File: src/rtl/seg7_scan_pkg.sv
// Shared definitions for the seven-segment display blocks.
// Segment patterns are active-low with bit 0 = a ... bit 6 = g.
// Digit enables are active-low; DIG_OFF turns every digit off.
package seg7_scan_pkg;

    localparam logic [6:0] SEG_0     = 7'b1000000;
    localparam logic [6:0] SEG_1     = 7'b1111001;
    localparam logic [6:0] SEG_2     = 7'b0100100;
    localparam logic [6:0] SEG_3     = 7'b0110000;
    localparam logic [6:0] SEG_4     = 7'b0011001;
    localparam logic [6:0] SEG_5     = 7'b0010010;
    localparam logic [6:0] SEG_6     = 7'b0000010;
    localparam logic [6:0] SEG_7     = 7'b1111000;
    localparam logic [6:0] SEG_8     = 7'b0000000;
    localparam logic [6:0] SEG_9     = 7'b0010000;
    localparam logic [6:0] SEG_BLANK = 7'h7F;
    localparam logic [6:0] SEG_DASH  = 7'b0111111;

    localparam logic [3:0] DIG_OFF   = 4'b1111;

    // Digit slot order; the value is also the bit position in dig.
    typedef enum logic [1:0] {
        SLOT_SEC_LO = 2'd0,
        SLOT_SEC_HI = 2'd1,
        SLOT_MIN_LO = 2'd2,
        SLOT_MIN_HI = 2'd3
    } slot_e;

    // Frame snapshot of everything the display shows.
    typedef struct packed {
        logic [3:0] min_hi;
        logic [3:0] min_lo;
        logic [2:0] sec_hi;
        logic [3:0] sec_lo;
        logic       colon;
        logic       blank_lz;
    } snap_t;

    // Active-low one-hot enable for a slot.
    function automatic logic [3:0] dig_enable(slot_e slot);
        return ~(4'b0001 << slot);
    endfunction

endpackage

File: src/rtl/seg7_scan_bcd_to_seg.sv
// bcd_to_seg: combinational 4-bit value to active-low seven-segment pattern.
// Ports:
//   value - digit value 0..15
//   seg   - active-low segments (bit 0 = a ... bit 6 = g); 10..15 give a dash
module bcd_to_seg
    import seg7_scan_pkg::*;
(
    input  logic [3:0] value,
    output logic [6:0] seg
);

    always_comb begin
        seg = SEG_DASH;
        case (value)
            4'd0: seg = SEG_0;
            4'd1: seg = SEG_1;
            4'd2: seg = SEG_2;
            4'd3: seg = SEG_3;
            4'd4: seg = SEG_4;
            4'd5: seg = SEG_5;
            4'd6: seg = SEG_6;
            4'd7: seg = SEG_7;
            4'd8: seg = SEG_8;
            4'd9: seg = SEG_9;
            default: seg = SEG_DASH;
        endcase
    end

endmodule

File: src/rtl/seg7_scan.sv
// seg7_scan: four-digit multiplexed common-anode display driver for the timer.
// Each digit owns a slot of SCAN_DIV clocks whose first DEAD clocks are dark.
// The digit values are captured once per frame so a counter update never
// tears the displayed time.
// Ports:
//   clk, rst            - clock, synchronous active-high reset
//   min_hi, min_lo      - minutes tens/units (BCD)
//   sec_hi, sec_lo      - seconds tens (0..5) / units (BCD)
//   blank_lz            - suppress a leading zero in min_hi
//   colon               - light the dp of the min_lo digit
//   seg, dp, dig        - registered active-low segments, dp, digit enables
module seg7_scan
    import seg7_scan_pkg::*;
#(
    parameter int SCAN_DIV = 50000,
    parameter int DEAD     = 500
) (
    input  logic       clk,
    input  logic       rst,
    input  logic [3:0] min_hi,
    input  logic [3:0] min_lo,
    input  logic [2:0] sec_hi,
    input  logic [3:0] sec_lo,
    input  logic       blank_lz,
    input  logic       colon,
    output logic [6:0] seg,
    output logic       dp,
    output logic [3:0] dig
);

    localparam int CNT_W = (SCAN_DIV > 1) ? $clog2(SCAN_DIV) : 1;
    localparam logic [CNT_W-1:0] CNT_LAST = CNT_W'(SCAN_DIV - 1);
    localparam logic [CNT_W-1:0] DEAD_END = CNT_W'(DEAD);

    logic [CNT_W-1:0] cnt;
    slot_e            idx;
    snap_t            snap;

    logic [3:0] digit_val;
    logic [6:0] digit_seg;
    logic [6:0] seg_nxt;
    logic       dp_nxt;
    logic [3:0] dig_nxt;

    always_comb begin
        digit_val = 4'd0;
        case (idx)
            SLOT_SEC_LO: digit_val = snap.sec_lo;
            SLOT_SEC_HI: digit_val = {1'b0, snap.sec_hi};
            SLOT_MIN_LO: digit_val = snap.min_lo;
            SLOT_MIN_HI: digit_val = snap.min_hi;
            default:     digit_val = 4'd0;
        endcase
    end

    bcd_to_seg u_dec (
        .value (digit_val),
        .seg   (digit_seg)
    );

    // Outputs for the next edge are derived from the current cnt/idx/snap,
    // giving one clock of latency relative to the slot counters.
    always_comb begin
        seg_nxt = SEG_BLANK;
        dp_nxt  = 1'b1;
        dig_nxt = DIG_OFF;
        if (cnt >= DEAD_END) begin
            dig_nxt = dig_enable(idx);
            seg_nxt = digit_seg;
            // The min_hi digit stays enabled when blanked; only its segments go dark.
            if (idx == SLOT_MIN_HI && snap.blank_lz && snap.min_hi == 4'd0) begin
                seg_nxt = SEG_BLANK;
            end
            if (idx == SLOT_MIN_LO && snap.colon) begin
                dp_nxt = 1'b0;
            end
        end
    end

    always_ff @(posedge clk) begin
        if (rst) begin
            cnt  <= '0;
            idx  <= SLOT_SEC_LO;
            snap <= '0;
            seg  <= SEG_BLANK;
            dp   <= 1'b1;
            dig  <= DIG_OFF;
        end else begin
            if (cnt == CNT_LAST) begin
                cnt <= '0;
                idx <= slot_e'(idx + 2'd1);
            end else begin
                cnt <= cnt + 1'b1;
            end

            // Capture at the start of each frame; that edge is always dark,
            // so the new values are in place before any digit lights.
            if (cnt == '0 && idx == SLOT_SEC_LO) begin
                snap <= '{min_hi:   min_hi,
                          min_lo:   min_lo,
                          sec_hi:   sec_hi,
                          sec_lo:   sec_lo,
                          colon:    colon,
                          blank_lz: blank_lz};
            end

            seg <= seg_nxt;
            dp  <= dp_nxt;
            dig <= dig_nxt;
        end
    end

endmodule
File: config.mk
export PLATFORM = sky130hd
export DESIGN_NAME = seg7_scan
export DESIGN_NICKNAME = d
export VERILOG_FILES = /design/src/rtl/seg7_scan_pkg.sv /design/src/rtl/seg7_scan_bcd_to_seg.sv /design/src/rtl/seg7_scan.sv
export SDC_FILE = /design/constraint.sdc
export NUM_CORES = 1
export LEC_CHECK = 0
export BUFFER_PORTS_ARGS = -buffer_cell sky130_fd_sc_hd__clkbuf_2
export CORE_MARGIN = 2
export CORE_UTILIZATION = 55
export CTS_CLUSTER_SIZE = 40
export DETAILED_ROUTE_END_ITERATION = 7
export PLACE_DENSITY = 0.76
export SLEW_MARGIN = 25
export SYNTH_ARGS = -nofsm -noshare
export SYNTH_HDL_FRONTEND = slang
export SYNTH_HIERARCHICAL = 1
export SYNTH_SLANG_ARGS = --single-unit
File: constraint.sdc
create_clock -name clk -period 4.3 [get_ports clk]
set_input_delay 0.43 -clock clk [delete_from_list [all_inputs] [get_ports clk]]
set_output_delay 0.43 -clock clk [all_outputs]
set_load 0.02 [all_outputs]
# Yosys cells after proc, flatten, opt, wreduce, memory -nomap -nowiden
# Memories as Yosys holds them, arrays and structs flattened. A register that Yosys moved wholly into a read port is not among the register bits.
# Cells that the tools add are included.
[word_totals] word_cells=33 mem_count=1 regBits=40 output_inout_bits=12 romBits=112
[memory_table] memory="(no name shown)" depth=16 width=7 rd=1 rd_ports_with_merged_regs=1 write_ports=0 line="seg7_scan_bcd_to_seg.sv:14" text="case (value)"
[classes] reduce_logical=10 add_sub_neg=2 n_bitwise=2 order_cmp=1 n_eq_ne=4 shift=1 n_mux=2
[op_table] operator="$add 16x1->16 const B" n=1
[op_table] operator="$eq 16x16->1 const B" n=1
[op_table] operator="$ge 16x9->1 const B" n=1
[op_table] operator="$logic_not 16->1" n=1
[op_table] operator="$pmux 4 s4" n=1
[op_table] operator="$eq 2x2->1 const B" n=2
[op_table] operator="$logic_and 1x1->1" n=4
[op_table] operator="$logic_not 4->1" n=1
[op_table] operator="$not 4->4" n=1
[op_table] operator="$reduce_or 2->1" n=2
[op_table] operator="$shl 1x2->4 const A" n=1
[op_table] operator="$reduce_or 3->1" n=1
[op_table] operator="$add 2x1->2 const B" n=1
[op_table] operator="$eq 2x1->1 const B" n=1
[op_table] operator="$logic_not 2->1" n=1
[op_table] operator="$mux 1" n=1
[op_table] operator="$not 1->1" n=1

# Longest topological paths before layout
[logic_depth] depth_word=4 ltp_mapped=9 depth_no_buf=9

# Cells and area by module
# The synthesis kept the hierarchy.
[modules_own_cells] mod="seg7_scan" cells_per_inst=224 seq_area_each_um2=940.9 area_per_inst_um2=2155.8 n_inst=1
[modules_own_cells] mod="bcd_to_seg" cells_per_inst=31 seq_area_each_um2=0.0 area_per_inst_um2=224.0 n_inst=1

# Least setup slack after synthesis
# OpenSTA, ideal clock, no wires.
[synth_path] path_kind="register to register" start="register idx[0]" end="register seg[3]" arrival_time_ns=2.152 path_stages_with_launch=10 period_less_slack_ns=2.279 t_required_ns=4.173 slack_ns=2.021 cell_sequence="dfxtp_1 inv_1 ha_1 clkbuf_1 mux2i_1 inv_1 ha_1 and3b_1 a21oi_1 or3_1"
[synth_rtl] element="start, declared" line="seg7_scan.sv:36" text="slot_e idx;"
[synth_rtl] element="start signal, assigned" line="seg7_scan.sv:91" text="idx <= slot_e'(idx + 2'd1);"
[synth_rtl] element="$eq 2x2->1 (tied with other cells)" line="seg7_scan.sv:47" text="case (idx)"
[synth_rtl] element="$pmux 4 s4 *" line="seg7_scan.sv:47"
[synth_rtl] element="via digit_val[1]" line="seg7_scan.sv:39" text="logic [3:0] digit_val;"
[synth_rtl] element="end, declared" line="seg7_scan.sv:26" text="output logic [6:0] seg,"
# Mark *: on every way through the listed nets, which the timed path passes. The rest lies on a longest branch.
# A chain may end at the register's enable or synchronous reset.

# Worst setup path in the final report
# Same ends and word-level chain as after synthesis.

==> summary.md <==
| Metric | Value |
|---|---|
| Root Driver | clkbuf_8 |
| Routed WL per cell | approximately 13 um |
| Total grt overflow | 0 |
| Vias | about 1800 |
| Detailed Place HPWL | ~3100 um |
| Crit-path leading delay family | adder cells |
| Area growth, synth to finish | 8.73% |
| Hold_buf cts | 0 |
| Reg clk slew, reported paths | about 80 ps |
| Startpoint Class | register |
| Die Wd | roughly 70 um |
| Worst hold path type | in -> reg |
| Status | finished clean |
| GR Util All Layers | a little under a fifth |
| Final Skew | roughly 12 ps |
| DR iter-0 viols | between 100 and 150 |
| Initial antenna violation count | 0 |
| Critical path data arrival time | ~2700 ps |
| Slew headroom | between 30% and 40% |
| Max-Cap Viols | 0 |
| Setup_tns | 0 ps |
| CTS tree | done |
| Leak pwr | approximately 1.0 nW |
| Critical Path End Type | register |
| Antenna Nets Post-Route | 0 |
| Most frequent cells in the layout | dfxtp_1 (47), clkbuf_2 (30), nand2b_1 (29) |
| FP Rows | 23 |
| Clk buf depth | 2 |
| # diodes | 0 |
| Post-synthesis cell type count | 45 |
| Crit path cell chain | inv_1 > ha_1 > mux2i_1 > inv_1 > ha_1 > and3b_1 > a21oi_1 > or3_1 |
| Tmin final | approximately 2500 ps |
| Post-synth EDFFs | 0 |
| Sequential area share after synthesis | between 30% and 40% |
| DRT Pass-1 Iters | 4 |
| Global-route wire length before repair | about 7400 um |
| Post_cts resized | 0 |
| Layout Nets | between 300 and 400 |
| WS Path Type | reg -> reg |
| Largest net degree at the start of global routing | approximately 40 |
| Post-Syn Nets | 285 |
| Slew Limit Fails | 0 |
| Post-Synthesis Cells | approximately 260 |
| I/O Buffers | 30 |
| RSZ-0062 raised after global routing | no |
| Period Utilization, post-route | ~59% |
| Placed Cells incl. Taps | around 320 |
| Number of synthesized register bits | 47 |
| Die area | roughly 0.0049 mm^2 |
| Main synth FF type | dfxtp_1 |
| Worst Max-Slew Pin Slew | between 900 and 1000 ps |
| Core area | just over 0.004 mm^2 |
| Post-route DRC | 0 |
| Setup-failing EPs final | 0 |
| Yosys warns | 6 |
| Async S/R FF share, synth | 0% |
| Peak VDD IR | around 0.26 mV |
| Vias in the first global route | ~1700 |
| Critical Path RT | ~4500 ps |
| Share of cells above drive strength 1 | ~16% |
| Post-synthesis instance area | roughly 0.0024 mm^2 |
| Die height | 69.8 um |
| Setup bufs post-CTS | 0 |
| Pwr dens | between 300 and 400 mW/mm^2 |
| Commonest non-fill, non-tap cell in the layout | dfxtp_1 |
| Top-Level Pins | 31 |
| Vias/cell | between 5 and 6 |
| Post-route setup slack | 1780 ps |
| Initial Util | around three fifths |
| Fmax | approximately 400 MHz |
| Pre-CTS WS | 1720 ps |
| Slowest stage delay, CP | 530 ps |
| Hold Violations, Final | 0 |
| CP Max Fanout | 7 |
| # H-tree levels | 2 |
| Bufs and invs on worst path | 2 |
| Avg Cell Area, Syn | just over 9 um^2 |
| Final Instance Count excl. Fillers | approximately 330 |
| Clock sinks | 47 |
| RD Place Congestion | 0.809 |
| Worst-Skew Late Latency | roughly 300 ps |
| Final wirelength | 4350 um |
| CTS Buf Count | 5 |
| Crit-path slowest cell | mux2i_1 |
==> area by class of cell <==
| cell class | count | area, um^2 |
|---|---|---|
| clock buffers | 6 | 72.6 |
| clock inverters | 1 | 30.0 |
| fillers | 362 | 1500 |
| inverters | 14 | 52.6 |
| multi-input cells | 181 | 1280 |
| flip-flops and latches | 47 | 941 |
| well taps | 50 | 62.6 |
| repair buffers | 30 | 150 |
==> flip-flops by register name (all words and copies together), names as in the netlist <==
signal  count
seg         7
cnt        16
snap       17
idx         2
dig         4
dp          1
==> through the flow <==
| stage | instance area (um^2) | hold slack [ps] | power [mW] | util (%) |
|---|---|---|---|---|
| 6_report | 2590 | 360 | 0.881 | 63.3 |
| 5_1_grt | 2590 | 359 | 0.920 | 63.3 |
| 4_1_cts | 2590 | 361 | 0.886 | 63.3 |
| 3_5_place_dp | 2480 | 394 | 0.581 | 60.8 |
| 3_3_place_gp | 2480 | 415 | 0.579 | 60.8 |
| 2_1_floorplan | 2380 | 368 | 0.565 | - |
==> tightest hold or removal path: stages <==
cell,delay [ps]
clkbuf_2,80
nand2b_1,50
mux2i_1,60
==> power by group <==
| part | switching [mW] | internal [mW] | leakage [nW] | total [mW] |
|---|---|---|---|---|
| Combinational | 0.0541 | 0.0491 | 0.582 | 0.103 |
| Sequential | 0.0136 | 0.455 | 0.383 | 0.468 |
| Clock | 0.139 | 0.170 | 0.0513 | 0.310 |
==> logic make-up after synthesis <==
kind of cell	synth area share, %
simple gates	28.7
fa+ha+maj	5.78
compound gates	6.52
buf+inv	6.73
xor+xnor	5.15
flops	39.5
mux	7.57
==> cells in the mapped netlist (all sizes together) (4+ instances only) <==
cell type | instances | share of area (%)
dfxtp | 47 | 40
buf | 10 | 4.0
o31ai | 4 | 1.3
o21ai | 4 | 0.84
ha | 11 | 5.8
inv | 14 | 2.2
nand2 | 8 | 1.3
mux2i | 18 | 7.6
nor4 | 5 | 1.9
xnor2 | 12 | 4.4
nor2b | 4 | 1.1
a21oi | 6 | 1.3
nor2 | 26 | 4.5
nand3 | 10 | 2.1
or3 | 8 | 2.1
nand2b | 29 | 7.6
nand4 | 6 | 1.8
==> worst paths after layout <==
check            start  slack, ps  cells after the start      end
max             idx[0]       1780                      8   seg[3]
min          sec_hi[2]        360                      3  snap[8]
max reg2reg     idx[0]       1780                      8   seg[3]
min reg2reg    snap[1]        420                      1       dp
==> layer usage <==
layer / vias up / GRT usage (%) / part of all wire, %
met5: - / 0 / 0
li1: 916 / - / -
met2: 38 / 31.7 / 47
met4: 0 / 5.13 / 1.4
met1: 821 / 23.4 / 47
met3: 9 / 4.94 / 4.7
Note: power is estimated with default switching activity, not from simulation.
